**src/rtl/spi_master_engine_if.sv**
```systemverilog
// SPI master engine bundle: controller handshake, transfer config and SPI pins.
// Latency: none (wires only).
// Backpressure: start is only honoured while busy is low; no queuing.
interface spi_master_engine_if #(
    parameter int DATA_WIDTH = 8
);
    logic                  start;
    logic [DATA_WIDTH-1:0] tx_data;
    logic [1:0]            mode;       // {CPOL, CPHA}
    logic                  lsb_first;
    logic                  busy;
    logic                  done;
    logic [DATA_WIDTH-1:0] rx_data;
    logic                  sck;
    logic                  mosi;
    logic                  miso;
    logic                  cs_n;

    // Engine side: owns the SPI pins and the status outputs.
    modport master (
        input  start, tx_data, mode, lsb_first, miso,
        output busy, done, rx_data, sck, mosi, cs_n
    );

    // Controller/device side: requests transfers and answers on miso.
    modport slave (
        output start, tx_data, mode, lsb_first, miso,
        input  busy, done, rx_data, sck, mosi, cs_n
    );
endinterface

```
**src/rtl/spi_master_engine.sv**
```systemverilog
// Parametrised SPI master with runtime CPOL/CPHA, bit order and CS framing.
// Latency: done pulses (2*DATA_WIDTH+2)*HALF_PERIOD clk edges after acceptance.
// Backpressure: start is ignored while busy; one frame at a time, no queuing.
module spi_master_engine #(
    parameter int DATA_WIDTH  = 8,
    parameter int HALF_PERIOD = 16,
    parameter int CNT_WIDTH   = 5
) (
    input  logic                clk,
    input  logic                reset,
    spi_master_engine_if.master bus
);
    // One extra bit so the toggle counter never wraps before the compare.
    localparam int                   TOG_WIDTH = $clog2(2 * DATA_WIDTH) + 1;
    localparam logic [CNT_WIDTH-1:0] CNT_LAST  = CNT_WIDTH'(HALF_PERIOD - 1);
    localparam logic [TOG_WIDTH-1:0] TOG_LAST  = TOG_WIDTH'(2 * DATA_WIDTH - 1);

    typedef enum logic [1:0] {IDLE, SETUP, SHIFT, HOLD} state_t;

    state_t                state, state_nxt;
    logic [CNT_WIDTH-1:0]  cnt;
    logic [TOG_WIDTH-1:0]  tog_cnt;
    logic [DATA_WIDTH-1:0] tx_shift;
    logic [DATA_WIDTH-1:0] rx_shift;
    logic [DATA_WIDTH-1:0] rx_data_q;
    logic                  cpol_q, cpha_q, lsb_q;
    logic                  busy_q, done_q, sck_q, mosi_q, cs_n_q;

    logic half_end, accept, toggle, lead, last_tog, finish, drive, sample;

    // Bit currently at the transmit end of a word for the chosen order.
    function automatic logic pick_bit(input logic [DATA_WIDTH-1:0] d, input logic lsb);
        return lsb ? d[0] : d[DATA_WIDTH-1];
    endfunction

    // Word with the transmitted bit removed from the transmit end.
    function automatic logic [DATA_WIDTH-1:0] advance(input logic [DATA_WIDTH-1:0] d,
                                                      input logic lsb);
        return lsb ? (d >> 1) : (d << 1);
    endfunction

    // MSB-first frames fill from the LSB end; LSB-first frames fill from the MSB end.
    function automatic logic [DATA_WIDTH-1:0] capture(input logic [DATA_WIDTH-1:0] d,
                                                      input logic lsb, input logic b);
        return lsb ? ((d >> 1) | (DATA_WIDTH'(b) << (DATA_WIDTH - 1)))
                   : ((d << 1) | DATA_WIDTH'(b));
    endfunction

    assign half_end = (cnt == CNT_LAST);

    // State register.
    always_ff @(posedge clk or posedge reset) begin
        if (reset) state <= IDLE;
        else       state <= state_nxt;
    end

    // Next state plus per-edge strobes that steer the datapath.
    always_comb begin
        state_nxt = state;
        accept    = 1'b0;
        toggle    = 1'b0;
        last_tog  = 1'b0;
        finish    = 1'b0;
        lead      = ~tog_cnt[0];  // toggles 1,3,5.. (count 0,2,4..) are leading edges
        drive     = 1'b0;
        sample    = 1'b0;
        case (state)
            IDLE: begin
                if (bus.start) begin
                    accept    = 1'b1;
                    state_nxt = SETUP;
                end
            end
            SETUP: begin
                if (half_end) state_nxt = SHIFT;
            end
            SHIFT: begin
                if (half_end) begin
                    toggle = 1'b1;
                    if (tog_cnt == TOG_LAST) begin
                        last_tog  = 1'b1;
                        state_nxt = HOLD;
                    end
                end
            end
            HOLD: begin
                if (half_end) begin
                    finish    = 1'b1;
                    state_nxt = IDLE;
                end
            end
            default: state_nxt = IDLE;
        endcase
        // CPHA=0 already presented bit 0 at acceptance, so the final trailing edge has nothing to drive.
        drive  = toggle & (cpha_q ? lead : (~lead & ~last_tog));
        sample = toggle & (cpha_q ? ~lead : lead);
    end

    // Half-period counter: idles at zero, restarts at every terminal count.
    always_ff @(posedge clk or posedge reset) begin
        if (reset)                        cnt <= '0;
        else if (state == IDLE || half_end) cnt <= '0;
        else                              cnt <= cnt + CNT_WIDTH'(1);
    end

    // Frame datapath: config latch, SCK generation, shift registers and status.
    always_ff @(posedge clk or posedge reset) begin
        if (reset) begin
            cpol_q    <= 1'b0;
            cpha_q    <= 1'b0;
            lsb_q     <= 1'b0;
            busy_q    <= 1'b0;
            done_q    <= 1'b0;
            sck_q     <= 1'b0;
            mosi_q    <= 1'b0;
            cs_n_q    <= 1'b1;
            tog_cnt   <= '0;
            tx_shift  <= '0;
            rx_shift  <= '0;
            rx_data_q <= '0;
        end else begin
            done_q <= 1'b0;
            if (accept) begin
                cpol_q   <= bus.mode[1];
                cpha_q   <= bus.mode[0];
                lsb_q    <= bus.lsb_first;
                busy_q   <= 1'b1;
                cs_n_q   <= 1'b0;
                sck_q    <= bus.mode[1];
                tog_cnt  <= '0;
                rx_shift <= '0;
                if (!bus.mode[0]) begin
                    mosi_q   <= pick_bit(bus.tx_data, bus.lsb_first);
                    tx_shift <= advance(bus.tx_data, bus.lsb_first);
                end else begin
                    tx_shift <= bus.tx_data;
                end
            end
            if (toggle) begin
                sck_q   <= ~sck_q;
                tog_cnt <= tog_cnt + TOG_WIDTH'(1);
            end
            if (drive) begin
                mosi_q   <= pick_bit(tx_shift, lsb_q);
                tx_shift <= advance(tx_shift, lsb_q);
            end
            if (sample) rx_shift <= capture(rx_shift, lsb_q, bus.miso);
            if (finish) begin
                cs_n_q    <= 1'b1;
                busy_q    <= 1'b0;
                done_q    <= 1'b1;
                rx_data_q <= rx_shift;
            end
        end
    end

    assign bus.busy    = busy_q;
    assign bus.done    = done_q;
    assign bus.rx_data = rx_data_q;
    assign bus.sck     = sck_q;
    assign bus.mosi    = mosi_q;
    assign bus.cs_n    = cs_n_q;

    // Keep the config latch observable for the idle SCK level.
    logic unused_cpol;
    assign unused_cpol = cpol_q;
endmodule

```
**src/flat_wrapper.sv**
```systemverilog
// flat-port wrapper written by rule: the top's interface ports become plain ports
module spi_master_engine_flat 
#(
    parameter int DATA_WIDTH  = 8,
    parameter int HALF_PERIOD = 16,
    parameter int CNT_WIDTH   = 5
)
  (clk, reset, bus_start, bus_tx_data, bus_mode, bus_lsb_first, bus_miso, bus_busy, bus_done, bus_rx_data, bus_sck, bus_mosi, bus_cs_n);
  spi_master_engine_if #(.DATA_WIDTH(DATA_WIDTH)) bus_i ();
  input  logic clk;
  input  logic reset;
  input wire logic [$bits(bus_i.start)-1:0] bus_start;
  input wire logic [$bits(bus_i.tx_data)-1:0] bus_tx_data;
  input wire logic [$bits(bus_i.mode)-1:0] bus_mode;
  input wire logic [$bits(bus_i.lsb_first)-1:0] bus_lsb_first;
  input wire logic [$bits(bus_i.miso)-1:0] bus_miso;
  output wire logic [$bits(bus_i.busy)-1:0] bus_busy;
  output wire logic [$bits(bus_i.done)-1:0] bus_done;
  output wire logic [$bits(bus_i.rx_data)-1:0] bus_rx_data;
  output wire logic [$bits(bus_i.sck)-1:0] bus_sck;
  output wire logic [$bits(bus_i.mosi)-1:0] bus_mosi;
  output wire logic [$bits(bus_i.cs_n)-1:0] bus_cs_n;
  assign bus_i.start = bus_start;
  assign bus_i.tx_data = bus_tx_data;
  assign bus_i.mode = bus_mode;
  assign bus_i.lsb_first = bus_lsb_first;
  assign bus_i.miso = bus_miso;
  assign bus_busy = bus_i.busy;
  assign bus_done = bus_i.done;
  assign bus_rx_data = bus_i.rx_data;
  assign bus_sck = bus_i.sck;
  assign bus_mosi = bus_i.mosi;
  assign bus_cs_n = bus_i.cs_n;
  spi_master_engine #(.DATA_WIDTH(DATA_WIDTH), .HALF_PERIOD(HALF_PERIOD), .CNT_WIDTH(CNT_WIDTH)) u_core (.clk(clk), .reset(reset), .bus(bus_i));
endmodule
```
**config.mk**
```make
export PLATFORM = sky130hd
export DESIGN_NAME = spi_master_engine_flat
export DESIGN_NICKNAME = d
export VERILOG_FILES = /design/src/rtl/spi_master_engine_if.sv /design/src/rtl/spi_master_engine.sv /design/src/flat_wrapper.sv
export SDC_FILE = /design/constraint.sdc
export NUM_CORES = 1
export LEC_CHECK = 0
export CAP_MARGIN = 10
export CORE_MARGIN = 1
export CORE_UTILIZATION = 45
export CTS_BUF_LIST = sky130_fd_sc_hd__clkbuf_8
export CTS_CLUSTER_SIZE = 14
export DETAILED_ROUTE_END_ITERATION = 16
export PLACE_DENSITY = 0.68
export SYNTH_ARGS = -nofsm -noshare
export SYNTH_HDL_FRONTEND = slang
export SYNTH_SLANG_ARGS = --single-unit
```
**constraint.sdc**
```tcl
create_clock -name clk -period 2.4 [get_ports clk]
set_clock_uncertainty 0.05 [all_clocks]
set_input_delay 0.24 -clock clk [delete_from_list [all_inputs] [get_ports clk]]
set_output_delay 0.24 -clock clk [all_outputs]
set_load 0.01 [all_outputs]
```
# ---- Word-level counts from Yosys, hierarchy flattened
# Cells that the tools add are included.
dict set report word_totals {
  ff_bits 43
}
dict set report classes {
  add_sub_neg 2
  eq_ne 11
  n_mux 39
  bitwise_logic 8
  reduce_logical 8
}
# cell count
set ops {}
lappend ops {{8-bit two-way mux} 8}
lappend ops {{1-bit two-way mux} 22}
lappend ops {{5-bit two-way mux} 3}
lappend ops {{5-bit by 1-bit adder with 5-bit output, second input constant} 2}
lappend ops {{5-bit by 4-bit == test with 1-bit output, second input constant} 2}
lappend ops {{2-bit two-way mux} 5}
lappend ops {{2-bit by 1-bit inequality test with 1-bit output, second input constant} 5}
lappend ops {{7-bit by 8-bit bitwise OR with 8-bit output} 1}
lappend ops {{8-bit by 1-bit bitwise OR with 8-bit output} 1}
lappend ops {{2-bit case mux with 4 select lines} 1}
lappend ops {{2-bit nonzero test} 4}
lappend ops {{5-bit AND reduction} 1}
lappend ops {{2-bit == test, second input constant} 2}
lappend ops {{1-bit bitwise AND} 3}
lappend ops {{1-bit NOT} 3}
lappend ops {{2-bit by 1-bit == test with 1-bit output, second input constant} 1}
lappend ops {{2-bit logical NOT} 1}
lappend ops {{2-bit inequality test, second input constant} 1}
lappend ops {{2-bit AND reduction} 1}
lappend ops {{1-bit logical OR} 1}

# ---- Logic depth before layout (Yosys ltp)
dict set report logic_depth {
  ltp_word 10
  mapped_depth 7
  mapped_depth_nobuf 6
}

# ---- Worst setup path before layout
# No wires, ideal clock.
dict set report synth_path {
  path_kind {flip-flop to flip-flop}
  startpoint {register u_core.tog_cnt[0]}
  endpoint {register u_core.tx_shift[7]}
  setup_ns 0.125
  t_arrival_ns 1.918
  slack_ns 0.307
  stages_incl_launch_ff 8
  path_buffers 1
  synth_period_minus_slack_ns 2.093
  cell_sequence {dfrtp_1 > ha_1 > and3_1 > ha_1 > or3b_1 > a21oi_2 > buf_6 > mux2_4}
}
dict set report synth_via {
  elab_chain_len 9
  elab_cells_between_ends 11
  cone_classes {eq/ne (1); mux (5); bitwise (4); reduce/logical (1)}
}
# item line
set synth_lines {}
lappend synth_lines {{start, declared} spi_master_engine.sv:22} ;# logic [TOG_WIDTH-1:0] tog_cnt;
lappend synth_lines {{start signal, assigned} spi_master_engine.sv:141} ;# tog_cnt <= tog_cnt + TOG_WIDTH'(1);
lappend synth_lines {{5-bit by 4-bit == test with 1-bit output} spi_master_engine.sv:80} ;# if (tog_cnt == TOG_LAST) begin
lappend synth_lines {{1-bit two-way mux} spi_master_engine.sv:80}
lappend synth_lines {{1-bit two-way mux} spi_master_engine.sv:78} ;# if (half_end) begin
lappend synth_lines {{1-bit two-way mux} spi_master_engine.sv:67} ;# case (state)
lappend synth_lines {{1-bit NOT} spi_master_engine.sv:95} ;# drive = toggle & (cpha_q ? lead : (~lead & ~last_tog));
lappend synth_lines {{1-bit bitwise AND} spi_master_engine.sv:95}
lappend synth_lines {{1-bit two-way mux (*)} spi_master_engine.sv:95}
lappend synth_lines {{1-bit bitwise AND (*)} spi_master_engine.sv:95}
lappend synth_lines {{8-bit two-way mux or 2-bit nonzero test (tied branches)} n/a}
lappend synth_lines {{end signal, assigned} spi_master_engine.sv:134} ;# tx_shift <= advance(bus.tx_data, bus.lsb_first);
lappend synth_lines {{end signal, assigned} spi_master_engine.sv:136} ;# tx_shift <= bus.tx_data;
lappend synth_lines {{end signal, assigned} spi_master_engine.sv:145} ;# tx_shift <= advance(tx_shift, lsb_q);
lappend synth_lines {{end, declared} spi_master_engine.sv:23} ;# logic [DATA_WIDTH-1:0] tx_shift;
# Mark *: on every way between the ends. The rest lies on a longest branch, timed or not.
# A chain may end at the register's enable or synchronous reset.

# ---- Final worst setup path
dict set report layout_path {
  startpoint {register u_core.tog_cnt[0]}
  endpoint {register u_core.tx_shift[6]}
}
# The elaborated chain is that of the path after synthesis.

==> impl_results.md <==
- Clk_lat worst skew: approximately 0.3 ns
- Status: finished, final reports clean
- Setup Fix Bufs, Post-CTS: 0
- Leak Pwr: ~1.2 nW
- Total number of vias: 1,535
- Average wire per standard cell: roughly 15 microns
- FF+latch count, synth: 43
- Root Buffer: clkbuf_8
- DP Area: 0.00261 sq mm
- Path depth of the worst reg2reg path: 7
- Remaining Overflow, GRT: 0
- R2R Setup Slk: 0.22 ns
- Core ar.: 0.00482 sq mm
- Worst-path clk slew: about 0.08 ns
- PwrDens: 461 mW/mm^2
- CP max stage delay: 0.44 ns
- Yosys top cell by area: dfrtp_1
- Post-route design area: 0.00270 sq mm
- Synth cell types: 44
- # Max-Cap Violations: 0
- Gates resized, CTS repair: 0
- Period minus WS final: roughly 2.2 ns
- Mapped Avg Cell Area: 11.5 sq um
- Layout cells sized above 1: 0.156
- R2R Path End: u_core.tx_shift[6]
- Area delta synth->final: 18.0%
- Fin Hold WS: approximately 0.32 ns
- RSZ-0062 raised after global routing: false
- Fillers: around 430
- Vias per cell: ~5.3
- Syn Inst Count: 199
- Gpl congestion: roughly 0.82
- Type of origin of the critical path: register
- Critical Path AT: 2.35 ns
- Tot GR Track Use: 0.185
- Post-synthesis cell area: 0.00229 sq mm
- FF-to-FF Start: u_core.tog_cnt[0]
- Largest net degree at the start of global routing: 44
- Critical path's top delay family: simple AND/OR/NAND/NOR gates
- Setup TNS: 0 ns
- Final #Nets: approximately 250
- CTS tree: built
- Buffers on Ports: 27
- Row count: 25
- Max Transition Viols Final: 0
- Die area: 0.00538 sq mm
- Die W: 73.3 microns
- Die Y: 73.3 microns
- Area contributors post-synth: dfrtp_1, mux2i_1, mux2_2, ha_1, nand2_1
- Max Clk Rate: 459 MHz
- Crit path kind: reg2reg
- Initial Utilization: 0.475
- Most used cell, CP: ha_1
- DP HPWL: 2950 microns
- # hold bufs at CTS: 0
- Num CTS Buffers: 5
- Worst Path Buf+Inv: 1
- # IOs: 28
- Clock buffer depth: 2
- # clock sinks: 43
- HP Class: in2async
- Total Power: 1.25 mW
- Worst-path maximum fanout: 8
- Pre-Repair DR Iteration Count: 4
- Worst slew pin tran: about 0.87 ns
- Relative slew slack: 0.421
- Sequential share of the synthesized area: 0.470
- Top-area cell type share of the netlist area: 0.459
- DRT antenna net count: 0
- Final hold violations: 0
- N_diodes: 0
- Layout Utilization: 0.561
- First-pass GRT wire length: 7420 microns
- Drt drc: 0
- H-tree level count: 2
- Syn nets: 222
- Maximum vdd drop: around 0.00024 V
- Worst path required time: 2.57 ns
- Final WL: about 4300 microns
- CP Capture Type: register
- Endpoints failing setup: 0
- Final worst path period share: 0.908
- Number of global-route vias before repair: 1,562
- Initial antenna violation count: 0
- Critical-path cell list: ha_1, and3_1, ha_1, or3b_1, a21oi_2, buf_4, mux2i_1
- YS warnings: 0
- Slowest cell on crit path: dfrtp_1
- DR iter-0 viols: 108
==> worst reg2reg max path, stage by stage, from the launching register on <==
cell     delay [ns]
dfrtp_1        0.44
ha_1           0.24
and3_1         0.19
ha_1           0.19
or3b_1         0.37
a21oi_2        0.17
buf_4          0.22
mux2i_1        0.22
==> report_power, final <==
group          internal, mW  switching, mW
Sequential            0.725       0.000787
Combinational        0.0322         0.0321
Clock                 0.202          0.255
==> layer usage <==
layer / wire (microns) / track usage
met1: 2150 / 0.256
met2: 1950 / 0.281
met3: 153 / 0.0425
met4: 81 / 0.0769
met5: 0 / 0
==> logic make-up (layout without fill, tap and decap cells) <==
family	Yosys count	in the layout	share of synthesized area
fa+ha+maj	8	8	0.0437
xor+xnor	3	3	0.0115
buf+inv	22	48	0.0426
simple gates	48	48	0.120
compound gates	24	24	0.0770
mux	51	51	0.235
flops	43	43	0.470
==> final cells by class <==
cell class	instances	area, sq um	area share
inverter	8	30.0	0.0111
sequential	43	1080	0.399
clock inverter	3	20.0	0.00741
tap	67	83.8	0.0310
timing repair buffer	32	308	0.114
multi-input combinational	134	1110	0.413
clock buffer	5	68.8	0.0255
==> worst max-delay path by stage <==
stage | startpoint | endpoint | cells after the start
after floorplan | u_core.tog_cnt[0] | u_core.tx_shift[7] | 7
after global placement | u_core.tog_cnt[0] | u_core.tx_shift[1] | 7
after detailed placement | u_core.tog_cnt[0] | u_core.tx_shift[5] | 7
after CTS | u_core.tog_cnt[0] | u_core.tx_shift[6] | 7
after global routing | u_core.cnt[0] | u_core.tx_shift[4] | 7
final | u_core.tog_cnt[0] | u_core.tx_shift[6] | 7
==> metrics by stage <==
stage	std cells	setup slack [ns]
final	292	0.220
after global routing	292	0.0774
after CTS	292	0.213
after detailed placement	284	0.247
after global placement	284	0.333
after floorplan	199	0.307
==> cells in the final DEF (no fill, tap or decap), drive strengths merged, types with 3 or more instances in the layout <==
cell type,n
nand2,19
nand3,3
clkbuf,5
and4,6
buf,5
clkdlybuf4s50,27
a221oi,6
mux2i,32
ha,8
inv,8
dfrtp,42
o21ai,3
a21oi,4
nor3,5
mux2,19
==> state kept, by name (all words and copies together), names as in the netlist, 2 cells and up <==
register and cells:
u_core.bus.rx_data 8, u_core.cnt 5, u_core.rx_shift 8, u_core.state 2, u_core.tog_cnt 5, u_core.tx_shift 8
==> synth_stat cells (all sizes together) <==
cell,count
dfrtp,42
mux2i,32
mux2,19
nand2,19
ha,8
inv,8
buf,7
clkbuf,7
a221oi,6
and4,6
nor3,5
a21oi,4
nand3,3
o21ai,3
a31oi,2
and3,2
nand2b,2
nor2,2
nor3b,2
o21a,2
or3b,2
xor2,2
a21o,1
a22oi,1
a31o,1
a32o,1
and2,1
and3b,1
dfstp,1
nand3b,1
nor2b,1
o211ai,1
o21bai,1
o221ai,1
or3,1
xnor2,1
Note: power is estimated with default switching activity, not from simulation.
